[src/rtl/pipe_host_ctrl.sv]
// pipe_host_ctrl: host front-end that loads/reads the pipeline register file and runs the pipeline to a halt PC or a cycle limit.
// Latency: a write occupies one WRITE cycle; read data is valid (host_rvalid) 2 cycles after acceptance; done pulses 1 cycle after 4 drain cycles.
// Backpressure: host_ready is high only in IDLE; host_valid while busy is ignored and nothing is queued.
//
// Ports:
//   clk, rst                      clock, asynchronous active-high reset
//   host_valid/host_cmd/host_addr/host_wdata  host command (00 nop, 01 write, 10 run, 11 read)
//   host_ready                    controller idle and able to take a command
//   host_rdata/host_rvalid        read-back data and its one-cycle valid pulse
//   run_limit, halt_pc, cpu_pc    run termination controls and current pipeline fetch PC
//   cpu_en                        pipeline enable (RUN and DRAIN only)
//   wb_rd/wb_data                 pipeline writeback, forwarded to the register file during a run
//   rf_we/rf_waddr/rf_wdata       register-file write port
//   rf_raddr/rf_rdata             register-file read port (rf_rdata combinational from rf_raddr)
//   done, timeout, cycles         run completion pulse, sticky limit flag, enabled-cycle count
module pipe_host_ctrl (
  input  logic        clk,
  input  logic        rst,
  input  logic        host_valid,
  input  logic [1:0]  host_cmd,
  input  logic [4:0]  host_addr,
  input  logic [31:0] host_wdata,
  output logic        host_ready,
  output logic [31:0] host_rdata,
  output logic        host_rvalid,
  input  logic [15:0] run_limit,
  input  logic [31:0] halt_pc,
  input  logic [31:0] cpu_pc,
  output logic        cpu_en,
  input  logic [4:0]  wb_rd,
  input  logic [31:0] wb_data,
  output logic        rf_we,
  output logic [4:0]  rf_waddr,
  output logic [31:0] rf_wdata,
  output logic [4:0]  rf_raddr,
  input  logic [31:0] rf_rdata,
  output logic        done,
  output logic        timeout,
  output logic [15:0] cycles
);

  localparam logic [1:0] CMD_NOP   = 2'b00;
  localparam logic [1:0] CMD_WRITE = 2'b01;
  localparam logic [1:0] CMD_RUN   = 2'b10;
  localparam logic [1:0] CMD_READ  = 2'b11;

  // Number of cycles the pipeline keeps running after the halt/limit
  // decision so in-flight instructions can retire their writebacks.
  localparam logic [2:0] DRAIN_CYCLES = 3'd4;

  typedef enum logic [2:0] {
    S_IDLE,
    S_WRITE,
    S_RUN,
    S_DRAIN,
    S_READ,
    S_RESP
  } state_t;

  state_t state;
  state_t state_nxt;

  logic [4:0]  addr_q;      // register index latched at write/read acceptance
  logic [31:0] wdata_q;     // write data latched at write acceptance
  logic [2:0]  drain_cnt;

  logic accept;
  logic halt_hit;
  logic limit_hit;
  logic run_end;
  logic drain_last;

  assign accept   = host_valid && host_ready;
  assign halt_hit = (cpu_pc == halt_pc);

  // Compare in 17 bits so a saturated count can never wrap onto a small limit.
  assign limit_hit  = (run_limit != 16'd0) &&
                      (({1'b0, cycles} + 17'd1) == {1'b0, run_limit});
  assign run_end    = halt_hit || limit_hit;
  assign drain_last = (drain_cnt == 3'd1);

  // ---------------------------------------------------------------------
  // State register
  // ---------------------------------------------------------------------
  always_ff @(posedge clk or posedge rst) begin
    if (rst) begin
      state <= S_IDLE;
    end else begin
      state <= state_nxt;
    end
  end

  // ---------------------------------------------------------------------
  // Next-state logic
  // ---------------------------------------------------------------------
  always_comb begin
    state_nxt = state;
    case (state)
      S_IDLE: begin
        if (accept) begin
          case (host_cmd)
            CMD_NOP:   state_nxt = S_IDLE;
            CMD_WRITE: state_nxt = S_WRITE;
            CMD_RUN:   state_nxt = S_RUN;
            CMD_READ:  state_nxt = S_READ;
            default:   state_nxt = S_IDLE;
          endcase
        end
      end
      S_WRITE: state_nxt = S_IDLE;
      S_RUN: begin
        if (run_end) begin
          state_nxt = S_DRAIN;
        end
      end
      S_DRAIN: begin
        if (drain_last) begin
          state_nxt = S_IDLE;
        end
      end
      S_READ:  state_nxt = S_RESP;
      S_RESP:  state_nxt = S_IDLE;
      default: state_nxt = S_IDLE;
    endcase
  end

  // ---------------------------------------------------------------------
  // Output logic (all Moore on state plus pass-through of the writeback bus)
  // ---------------------------------------------------------------------
  always_comb begin
    host_ready  = 1'b0;
    host_rvalid = 1'b0;
    cpu_en      = 1'b0;
    rf_we       = 1'b0;
    rf_waddr    = 5'd0;
    rf_wdata    = 32'd0;
    rf_raddr    = 5'd0;
    case (state)
      S_IDLE: begin
        host_ready = 1'b1;
      end
      S_WRITE: begin
        // r0 is architecturally zero, so a host write to it is dropped.
        rf_we    = (addr_q != 5'd0);
        rf_waddr = addr_q;
        rf_wdata = wdata_q;
      end
      S_RUN, S_DRAIN: begin
        cpu_en   = 1'b1;
        rf_we    = (wb_rd != 5'd0);
        rf_waddr = wb_rd;
        rf_wdata = wb_data;
      end
      S_READ: begin
        rf_raddr = addr_q;
      end
      S_RESP: begin
        host_rvalid = 1'b1;
      end
      default: begin
        host_ready = 1'b0;
      end
    endcase
  end

  // ---------------------------------------------------------------------
  // Datapath registers: command latches, run counters, status, read data
  // ---------------------------------------------------------------------
  always_ff @(posedge clk or posedge rst) begin
    if (rst) begin
      addr_q     <= 5'd0;
      wdata_q    <= 32'd0;
      drain_cnt  <= 3'd0;
      cycles     <= 16'd0;
      timeout    <= 1'b0;
      done       <= 1'b0;
      host_rdata <= 32'd0;
    end else begin
      done <= 1'b0;
      case (state)
        S_IDLE: begin
          if (accept) begin
            if ((host_cmd == CMD_WRITE) || (host_cmd == CMD_READ)) begin
              addr_q <= host_addr;
            end
            if (host_cmd == CMD_WRITE) begin
              wdata_q <= host_wdata;
            end
            if (host_cmd == CMD_RUN) begin
              cycles  <= 16'd0;
              timeout <= 1'b0;
            end
          end
        end
        S_RUN: begin
          if (cycles != 16'hFFFF) begin
            cycles <= cycles + 16'd1;
          end
          if (run_end) begin
            drain_cnt <= DRAIN_CYCLES;
          end
          // A halt in the same cycle wins: the run ended normally.
          if (limit_hit && !halt_hit) begin
            timeout <= 1'b1;
          end
        end
        S_DRAIN: begin
          drain_cnt <= drain_cnt - 3'd1;
          if (drain_last) begin
            done <= 1'b1;
          end
        end
        S_READ: begin
          host_rdata <= rf_rdata;
        end
        default: begin
          done <= 1'b0;
        end
      endcase
    end
  end

endmodule

[config.mk]
export PLATFORM = sky130hd
export DESIGN_NAME = pipe_host_ctrl
export DESIGN_NICKNAME = d
export VERILOG_FILES = /design/src/rtl/pipe_host_ctrl.sv
export SDC_FILE = /design/constraint.sdc
export NUM_CORES = 1
export LEC_CHECK = 0
export BUFFER_PORTS_ARGS = -buffer_cell sky130_fd_sc_hd__buf_4
export CORE_ASPECT_RATIO = 1.4
export CORE_MARGIN = 8
export CORE_UTILIZATION = 45
export CTS_BUF_LIST = sky130_fd_sc_hd__clkbuf_16
export DETAILED_ROUTE_END_ITERATION = 7
export PLACE_DENSITY_LB_ADDON = 0.15
export REMOVE_ABC_BUFFERS = 1
export SLEW_MARGIN = 30
export SYNTH_ARGS = -nofsm -noshare
export SYNTH_HDL_FRONTEND = slang
export SYNTH_SLANG_ARGS = --single-unit
[constraint.sdc]
create_clock -name clk -period 4.9 [get_ports clk]
set_clock_uncertainty 0.2 [all_clocks]
set_input_delay 0.98 -clock clk [delete_from_list [all_inputs] [get_ports clk]]
set_output_delay 0.98 -clock clk [all_outputs]
set_load 0.05 [all_outputs]
==> summary.txt <==
Outcome
  • Run status: finished, final reports clean

Setup path
  • Req. time, crit path: 3.72 ns
  • CP startpoint kind: flop
  • Crit-path max FO: 38
  • Reg2reg setup slack: 1.59 ns
  • Worst EP arrival: 2.14 ns
  • Crit end category: output port
  • CP Class: flop to output port

Logic synthesis
  • Register area share after synthesis: 0.447
  • Area share of the leading cell type in the synthesized netlist: 0.447
  • Area leader, netlist: dfrtp_1
  • Netlist cell types: 55
  • Top cells by count, synth: 93 x dfrtp_1, 70 x mux2_2, 44 x xnor2_1
  • Synthesized cell area: 5200 um2
  • Register bit count reported by yosys: 93
  • Cells after synthesis: 469
  • Number of synthesized flops with an enable pin: 0
  • Synth Area per Inst: 11.1 um2
  • Most common cell in the synthesized netlist: dfrtp_1
  • Dominant cells by area after synthesis: dfrtp_1 45%, mux2_2 15%, xnor2_1 7.4%, a22o_1 6.2%, nand2_1 1.9%
  • Yosys warns: 0
  • Top_reg_cell synth: dfrtp_1
  • Ys async rst share: 1.00

Clock tree
  • CTS Buffer Depth: 2
  • Post-CTS Setup Bufs: 0
  • Htree depth: 3
  • Clk slew on worst S/H paths: 0.06 ns
  • Clk Latency, worst-skew pair: 0.33 ns
  • CTS tree: yes
  • Hold_buf cts: 0
  • Sink Count: 93
  • Num CTS Buffers: 9
  • Post-CTS resize count: 0
  • Clk root buf: clkbuf_16

Die
  • Chip height: 143 um
  • Die width: 107 um
  • Total core area: 11300 um2
  • Full die area: 15300 um2
  • Starting Density: 0.461
  • Cell row count: 46
  • # IOs: 287

Detailed routing
  • Vias: 4752
  • Post-Route WL: 16800 um
  • DR pass1 iterations: 4
  • Antenna Nets Post-Route: 0
  • Drt wl/cell: 18.8 um
  • DRT iter0 DRCs: 149
  • Final routed DRC violation total: 0
  • Vias/cell: 5.34

Power and ir drop
  • Switch Pwr: 2.21 mW
  • Pleak: 3.61 nW
  • Internal: 2.46 mW
  • Sw frac: 0.473
  • Seq pwr share: 0.284
  • PD cells: 604 nW/um2
  • Clock Power Share: 0.146
  • Tot Pwr: 4.68 mW
  • Peak supply drop: 440 uV
  • Combinational Power Share: 0.570

Worst hold path
  • Worst Hold Class: flop to flop

Finish
  • # diodes: 0
  • Fin cells: 890
  • Nets: 935
  • P&R area growth vs syn: 48.8%
  • Fin area: 7740 um2
  • Final core occ: 0.687
  • Share of cells above drive strength 1: 0.525

GRT
  • Remaining Overflow, GRT: 0
  • Vias in the first global route: 4988
  • GRT Overall Usage: 0.215
  • Largest net degree at the start of global routing: 61
  • First-pass GRT wire length: 26000 um
  • Antenna violations before repair: 0

Place
  • GPL Wtd Cong: 0.895
  • HPWL after detailed placement: 13700 um
  • Dpl ws: 1.34 ns
  • Port bufs: 286
  • Dpl cells: 874
  • Placed cell area: 7450 um2

Timing
  • Hold Slack: 0.307 ns
  • Worst slew pin tran: 0.711 ns
  • Fin Setup TNS: 0 ns
  • Tmin final: 3.32 ns
  • Final hold vios: 0
  • Fin crit share: 0.678
  • Final setup fails: 0
  • Max Fclk: 301 MHz
  • PnR worst setup slack: 1.58 ns
  • Max-slew violations: 0
  • RSZ-0062 raised after global routing: no
  • Slew HR: 0.522

Flow run
  • MaxCap Viol Count: 0
cell type report:
cell class                      count  area [um2]
Fill cell                         904        3540
Tap cell                          144         180
Multi-Input combinational cell    339        2730
Clock buffer                        9         225
Clock inverter                      7        66.3
Timing Repair Buffer              291        2180
Sequential cell                    93        2330
Inverter                            7        31.3
logic make-up (layout without fill, tap and decap cells):
logic type	count (synthesis)	count (layout)	share of synthesized area
muxes	70	70	0.151
adders and majority gates	3	3	0.00721
buffers and inverters	37	314	0.0313
xor gates and xnor gates	56	56	0.0969
AOI/OAI and AO/OA	94	94	0.135
DFF	93	93	0.447
and+or+nand+nor	116	116	0.131
cells in the final DEF (no fill, tap or decap), types with 4 or more instances in the layout:
cell / n
xor2_1: 11
o21ai_0: 7
mux2_2: 70
nor3_1: 11
nand3_1: 7
inv_1: 7
clkbuf_16: 9
o41ai_1: 5
o31ai_1: 8
a22o_1: 37
nor2_1: 10
o21ai_1: 15
nand4_1: 12
and2_1: 6
dfrtp_1: 93
xnor2_1: 44
nand2b_1: 5
nand2_1: 27
buf_4: 291
nor4_1: 11
or4_1: 4
a21oi_1: 8
state kept, by name, summed over array words and instances, names as in the netlist:
register    flops
host_rdata     32
wdata_q        32
cycles         16
addr_q          5
drain_cnt       3
state           3
done            1
timeout         1
critical path, stage by stage, from the launching register on:
cell,delay (ns)
dfrtp_1,0.62
nor3b_2,0.24
buf_4,0.38
o21ai_0,0.20
o21ai_0,0.12
buf_4,0.24
layer usage:
metal,up-vias,share of wire,GRT usage
met1,2230,0.36,0.223
met5,-,0,0
met3,46,0.074,0.0659
met4,0,0.037,0.102
li1,2282,-,-
met2,194,0.53,0.382
final timing paths:
kind / startpoint / to / cells after the start
worst max register to register: cycles[0] / cycles[13] / 9
worst min-delay path: timeout / timeout / 1
max in group asynchronous: rst / wdata_q[0] / 3
worst min register to register: timeout / timeout / 1
worst max-delay path: state[0] / rf_we / 5
min in group asynchronous: rst / host_rdata[9] / 2
power groups by stage:
stage	Sequential [mW]	Clock, mW	Combinational, mW
after global placement	1.33	0	2.64
after floorplan	1.80	0	1.37
final	1.33	0.681	2.67
after CTS	1.33	0.702	2.70
after detailed placement	1.34	0	2.69
after global routing	1.38	0.730	2.80
Power figures use the tool's default switching activity.
